## src/rtl/ex_stage_vliw.sv

```systemverilog
//==== ex_stage_vliw : VLIW execute stage (NUM_ALU ALU lanes + MEM lane, bypass, EX/MEM register)
//==== rev 1.0
`default_nettype none

module ex_stage_vliw #(
  parameter int NUM_ALU = 2,
  parameter int DW      = 32,
  parameter int RW      = 3,
  parameter int NFWD    = 3,
  parameter int STW     = 8,
  localparam int SW     = $clog2(NFWD + 1)
) (
  input  logic                   clk,
  input  logic                   reset,
  input  logic                   stall,
  input  logic                   flush,
  input  logic [NUM_ALU-1:0]     p2_alu_valid,
  input  logic [NUM_ALU-1:0]     p2_alu_regWrite,
  input  logic                   p2_alu_setFlags,
  input  logic [3*NUM_ALU-1:0]   p2_alu_op,
  input  logic [NUM_ALU-1:0]     p2_aluSrcB,
  input  logic [RW*NUM_ALU-1:0]  p2_alu_rd,
  input  logic [DW*NUM_ALU-1:0]  p2_alu_reg_rn,
  input  logic [DW*NUM_ALU-1:0]  p2_alu_reg_rm,
  input  logic [DW*NUM_ALU-1:0]  p2_alu_imm,
  input  logic [SW*NUM_ALU-1:0]  f_alu_rn_sel,
  input  logic [SW*NUM_ALU-1:0]  f_alu_rm_sel,
  input  logic                   p2_mem_valid,
  input  logic                   p2_memRead,
  input  logic                   p2_memWrite,
  input  logic                   p2_mem_regWrite,
  input  logic [RW-1:0]          p2_mem_rd,
  input  logic [DW-1:0]          p2_mem_reg_rn,
  input  logic [DW-1:0]          p2_mem_reg_rd,
  input  logic [DW-1:0]          p2_mem_imm,
  input  logic [SW-1:0]          f_mem_rn_sel,
  input  logic [SW-1:0]          f_mem_rd_sel,
  input  logic [DW*NFWD-1:0]     f_data,
  output logic [3:0]             flags,
  output logic [NUM_ALU-1:0]     p3_alu_valid,
  output logic [NUM_ALU-1:0]     p3_alu_regWrite,
  output logic [RW*NUM_ALU-1:0]  p3_alu_rd,
  output logic [DW*NUM_ALU-1:0]  p3_alu_out,
  output logic                   p3_mem_valid,
  output logic                   p3_memRead,
  output logic                   p3_memWrite,
  output logic                   p3_mem_regWrite,
  output logic [RW-1:0]          p3_mem_rd,
  output logic [DW-1:0]          p3_mem_address,
  output logic [STW-1:0]         p3_mem_store
);

  localparam int SH = $clog2(DW);

  // Selects above NFWD fall back to the register-file value.
  function automatic logic [DW-1:0] fwd(input logic [SW-1:0]      sel,
                                        input logic [DW-1:0]      regv,
                                        input logic [DW*NFWD-1:0] src);
    logic [DW-1:0] r;
    r = regv;
    for (int k = 1; k <= NFWD; k++)
      if (sel == SW'(k)) r = src[(k-1)*DW +: DW];
    return r;
  endfunction

  logic [DW*NUM_ALU-1:0] alu_res;
  logic [NUM_ALU-1:0]    lane_c;
  logic [NUM_ALU-1:0]    lane_v;
  logic [NUM_ALU-1:0]    lane_cv;

  for (genvar i = 0; i < NUM_ALU; i++) begin : g_alu
    logic [DW-1:0] a;
    logic [DW-1:0] b;
    logic [DW-1:0] res;
    logic [DW:0]   sum;
    logic [DW:0]   dif;
    logic          c;
    logic          v;
    logic          cv;

    always_comb begin
      a   = fwd(f_alu_rn_sel[i*SW +: SW], p2_alu_reg_rn[i*DW +: DW], f_data);
      b   = p2_aluSrcB[i] ? p2_alu_imm[i*DW +: DW]
                          : fwd(f_alu_rm_sel[i*SW +: SW], p2_alu_reg_rm[i*DW +: DW], f_data);
      sum = {1'b0, a} + {1'b0, b};
      // Carry out of a + ~b + 1 is the no-borrow flag.
      dif = {1'b0, a} + {1'b0, ~b} + {{DW{1'b0}}, 1'b1};
      res = '0;
      c   = 1'b0;
      v   = 1'b0;
      cv  = 1'b0;
      case (p2_alu_op[i*3 +: 3])
        3'd0: begin
          res = sum[DW-1:0];
          c   = sum[DW];
          v   = (a[DW-1] == b[DW-1]) && (res[DW-1] != a[DW-1]);
          cv  = 1'b1;
        end
        3'd1: begin
          res = dif[DW-1:0];
          c   = dif[DW];
          v   = (a[DW-1] != b[DW-1]) && (res[DW-1] != a[DW-1]);
          cv  = 1'b1;
        end
        3'd2:    res = a & b;
        3'd3:    res = a | b;
        3'd4:    res = a ^ b;
        3'd5:    res = a << b[SH-1:0];
        3'd6:    res = a >> b[SH-1:0];
        default: res = b;
      endcase
    end

    assign alu_res[i*DW +: DW] = res;
    assign lane_c[i]           = c;
    assign lane_v[i]           = v;
    assign lane_cv[i]          = cv;
  end

  logic [3:0]    flags_nxt;
  logic [DW-1:0] mem_addr;
  logic [DW-1:0] mem_store_full;

  always_comb begin
    flags_nxt = flags;
    if (p2_alu_valid[0] && p2_alu_setFlags) begin
      flags_nxt[3] = alu_res[DW-1];
      flags_nxt[2] = (alu_res[DW-1:0] == '0);
      if (lane_cv[0]) begin
        flags_nxt[1] = lane_c[0];
        flags_nxt[0] = lane_v[0];
      end
    end
  end

  assign mem_addr       = fwd(f_mem_rn_sel, p2_mem_reg_rn, f_data) + p2_mem_imm;
  assign mem_store_full = fwd(f_mem_rd_sel, p2_mem_reg_rd, f_data);

  always_ff @(posedge clk) begin
    if (reset) begin
      flags           <= '0;
      p3_alu_valid    <= '0;
      p3_alu_regWrite <= '0;
      p3_alu_rd       <= '0;
      p3_alu_out      <= '0;
      p3_mem_valid    <= 1'b0;
      p3_memRead      <= 1'b0;
      p3_memWrite     <= 1'b0;
      p3_mem_regWrite <= 1'b0;
      p3_mem_rd       <= '0;
      p3_mem_address  <= '0;
      p3_mem_store    <= '0;
    end else if (flush) begin
      // Bubble: control bits cleared, data fields and flags left as they are.
      p3_alu_valid    <= '0;
      p3_alu_regWrite <= '0;
      p3_mem_valid    <= 1'b0;
      p3_memRead      <= 1'b0;
      p3_memWrite     <= 1'b0;
      p3_mem_regWrite <= 1'b0;
    end else if (!stall) begin
      flags           <= flags_nxt;
      p3_alu_valid    <= p2_alu_valid;
      p3_alu_regWrite <= p2_alu_regWrite & p2_alu_valid;
      p3_alu_rd       <= p2_alu_rd;
      p3_alu_out      <= alu_res;
      p3_mem_valid    <= p2_mem_valid;
      p3_memRead      <= p2_memRead & p2_mem_valid;
      p3_memWrite     <= p2_memWrite & p2_mem_valid;
      p3_mem_regWrite <= p2_mem_regWrite & p2_mem_valid;
      p3_mem_rd       <= p2_mem_rd;
      p3_mem_address  <= mem_addr;
      p3_mem_store    <= mem_store_full[STW-1:0];
    end
  end

endmodule

`default_nettype wire
```

## config.mk

```make
export PLATFORM = sky130hd
export DESIGN_NAME = ex_stage_vliw
export DESIGN_NICKNAME = d
export VERILOG_FILES = /design/src/rtl/ex_stage_vliw.sv
export SDC_FILE = /design/constraint.sdc
export NUM_CORES = 2
export LEC_CHECK = 0
export BUFFER_PORTS_ARGS = -buffer_cell sky130_fd_sc_hd__buf_2
export CAP_MARGIN = 20
export CORE_ASPECT_RATIO = 0.7
export CORE_MARGIN = 1
export CORE_UTILIZATION = 35
export CTS_BUF_LIST = sky130_fd_sc_hd__clkbuf_8
export DETAILED_ROUTE_END_ITERATION = 8
export SLEW_MARGIN = 20
export SYNTH_ARGS = -nofsm -noshare
export SYNTH_HDL_FRONTEND = slang
export SYNTH_SLANG_ARGS = --single-unit
```

## constraint.sdc

```tcl
create_clock -name clk -period 13.4 [get_ports clk]
set_clock_uncertainty 0.1 [all_clocks]
set_input_delay 0.67 -clock clk [delete_from_list [all_inputs] [get_ports clk]]
set_output_delay 0.67 -clock clk [all_outputs]
set_load 0.01 [all_outputs]
```

==> reports/qor.yml <==
timing.final.ws_setup_ns: 6.18
cts_buffers: 17
viasPerCell: 6.52
most-common-layout-cells: "525 x buf_2, 350 x nand2_1, 336 x nor2_1"
grt_pass1_vias: 29000
path_cells: "buf_2, buf_4, mux4_2, mux2i_2, inv_1, ha_1, a21oi_1, o21ai_0, a2111oi_2, o21ai_0, a2111o_1, a21oi_1, nand3_1, nor3b_1, o31ai_1, nand4_1, nor4_1, nand4_1, o41ai_2"
rsz0062_at_grt: "no"
syn_nets: 4243
layout-drive-gt1-share_pct: 23.1
nets: 4588
p_int_uw: 1320
required_ns: 13.79
final_common_cell: "buf_2"
areaGrowthSynthToFinish_pct: 14.5
clk_latency_ns: 0.59
path_max_fanout: 20
crit_family: "compound AO/OA/AOI/OAI gates"
clk_pin_slew_ns: 0.11
fin_area_mm2: 0.0310
antenna_found_initial: 24
clock-sinks: 125
synth-edff-count: 0
cp_data_arrival_time_ns: 7.61
synth_ff_type: "dfxtp_1"
cts_root_buf: "clkbuf_8"
synthArstFlopShare_pct: 0
max_clock_freq_ghz: 0.138
yosys_warnings: 0
syn-cell-area_mm2: 0.0271
postCtsSetupBuffers: 0
dr.first_iter.drc_count: 4799
gp_congestion: 1.01
clockPowerShare_pct: 14.6
cts_tree: "done"
die_y_um: 235
combPwrFrac_pct: 71.2
pwr_density_cell_mw_per_mm2: 93.9
grt_usage_pct: 40.2
grt_max_degree: 65
hold_violations: 0
finalSetupTns_ns: 0
whs_ns: 0.193
hold_buffers: 0
drv_slew: 0
io_pins: 551
vias: 32500
synth_cell_types: 94
clockBufferDepth: 2
fin_crit_ns: 7.22
drv_cap: 0
worst_ir_drop_vdd_v: 0.0000482
ys_seq_elements: 125
grt-ovfl-total: 0
startpoint_type: "primary input"
place.port_buffers: 526
die-area_mm2: 0.0785
cpPeakStageDelay_ns: 0.70
endpoint_kind: "register"
switchingPower_uw: 1590
core_region_area_mm2: 0.0758
tightest_slew_ns: 1.28
routed_wl_um: 164000
p_leak_uw: 0.0136
htreeDepth: 4
slew_headroom_pct: 13.6
setup_violations: 0
place_area_mm2: 0.0305
die_w_um: 334
critPathKind: "primary input to register"
utilization_pct: 40.9
cp_slowest_cell: "a2111oi_2"
grt_pass1_wl_um: 227000
dp_worst_setup_slack_ns: 5.60
ant_nets: 0
syn_area_per_cell_um2: 7.57
outcome: "finished clean"
drc_errors: 0
fp-row-count: 84
hold_class: "primary input to register"
syn-instance-count: 3578
firstDrtPassIters: 8
dpl.hpwl_um: 133000
ys_seq_area_share_pct: 9.24
final.period_utilization_pct: 53.9
power_frac_seq_pct: 14.2
start_util_pct: 35.7
path_buf_inv: 3
switching_share_pct: 54.7
wire_per_inst_um: 32.9
cts.repair.resized: 0
==> worst register-to-register path, stage by stage, from the launching register on <==
cell       delay, ns
dfxtp_1         0.34
nand2_1         0.06
o21ai_0         0.11
a211o_1         0.26
a221o_1         0.28
a31oi_1         0.17
a2111oi_0       0.08
==> metrics by stage <==
stage	instances	power [uW]
2_1_floorplan	3578	1680
3_3_place_gp	4936	2410
3_5_place_dp	4936	2400
4_1_cts	4968	2830
5_1_grt	4973	3030
6_report	4981	2910
==> layer usage <==
layer | track usage (%) | routed length, um | vias up
li1 | - | - | 14100
met4 | 12.9 | 5610 | 18
met5 | 0 | 108 | -
met3 | 12.0 | 21000 | 231
met2 | 55.0 | 64800 | 2341
met1 | 59.0 | 72500 | 15800
==> synthesized netlist by cell type (15+ instances only) <==
cell type / number / area (um^2)
a22oi_1: 76 / 571
and3_1: 20 / 125
xnor2_1: 66 / 578
o21ai_0: 225 / 1130
o21a_1: 17 / 128
nor4_1: 15 / 93.8
o221ai_1: 34 / 298
nor2b_1: 33 / 206
a21oi_1: 328 / 1640
mux4_2: 166 / 3740
inv_1: 206 / 773
a22o_1: 22 / 193
nor3_1: 68 / 340
a31oi_1: 24 / 150
clkbuf_1: 178 / 668
o22ai_1: 39 / 244
nand2_1: 350 / 1310
o211ai_1: 41 / 308
a211oi_1: 38 / 285
nand3_1: 73 / 365
buf_2: 29 / 145
or2_2: 52 / 325
mux2i_1: 254 / 2540
nor2_1: 342 / 1280
nand2b_1: 32 / 200
nand4_1: 16 / 100
buf_1: 49 / 184
ha_1: 234 / 2930
a221oi_1: 31 / 272
o31ai_1: 25 / 188
mux2_2: 29 / 327
o21bai_1: 31 / 233
or3_1: 22 / 138
a21o_1: 47 / 353
dfxtp_1: 125 / 2500
==> path summary, 6_finish.rpt <==
path                          to  depth (start not counted)             from  slack [ns]
setup / recovery        flags[2]                         19  f_alu_rm_sel[0]        6.18
hold / removal      p3_alu_rd[0]                          3     p2_alu_rd[0]        0.19
setup reg to reg  p3_alu_out[63]                          6   p3_alu_out[63]       11.85
hold reg to reg   p3_alu_out[12]                          2   p3_alu_out[12]        0.35
==> final cells by class <==
| type | instances | area [um^2] |
|---|---|---|
| antenna | 13 | 32.5 |
| clock buffer | 19 | 262 |
| clock inverter | 13 | 190 |
| fill | 8069 | 44800 |
| inverter | 213 | 802 |
| multi-input combinational | 2974 | 22800 |
| sequential | 125 | 2500 |
| tap | 1032 | 1290 |
| timing repair buffer | 592 | 3130 |
==> power by group through the flow <==
stage / clock, uW / sequential, uW / combinational (uW)
CTS: 431 / 414 / 1990
finish: 423 / 414 / 2070
floorplan: 0 / 433 / 1250
detailed placement: 0 / 423 / 1980
global route: 442 / 418 / 2170
global placement: 0 / 422 / 1980
==> logic make-up after synthesis <==
family | share of synthesized area (%)
AOI/OAI and AO/OA | 27.8
xor gates and xnor gates | 2.43
adders and majority gates | 11.2
buffers and inverters | 6.98
DFF | 9.24
muxes | 24.4
and+or+nand+nor | 17.9
==> state kept, by name (all words and copies together), names as in the netlist <==
register	cells
p3_alu_out	64
flags	4
p3_mem_address	32
p3_alu_valid	2
p3_memRead	1
p3_memWrite	1
p3_alu_rd	6
p3_alu_regWrite	2
p3_mem_regWrite	1
p3_mem_valid	1
p3_mem_store	8
p3_mem_rd	3
Power figures use the tool's default switching activity.
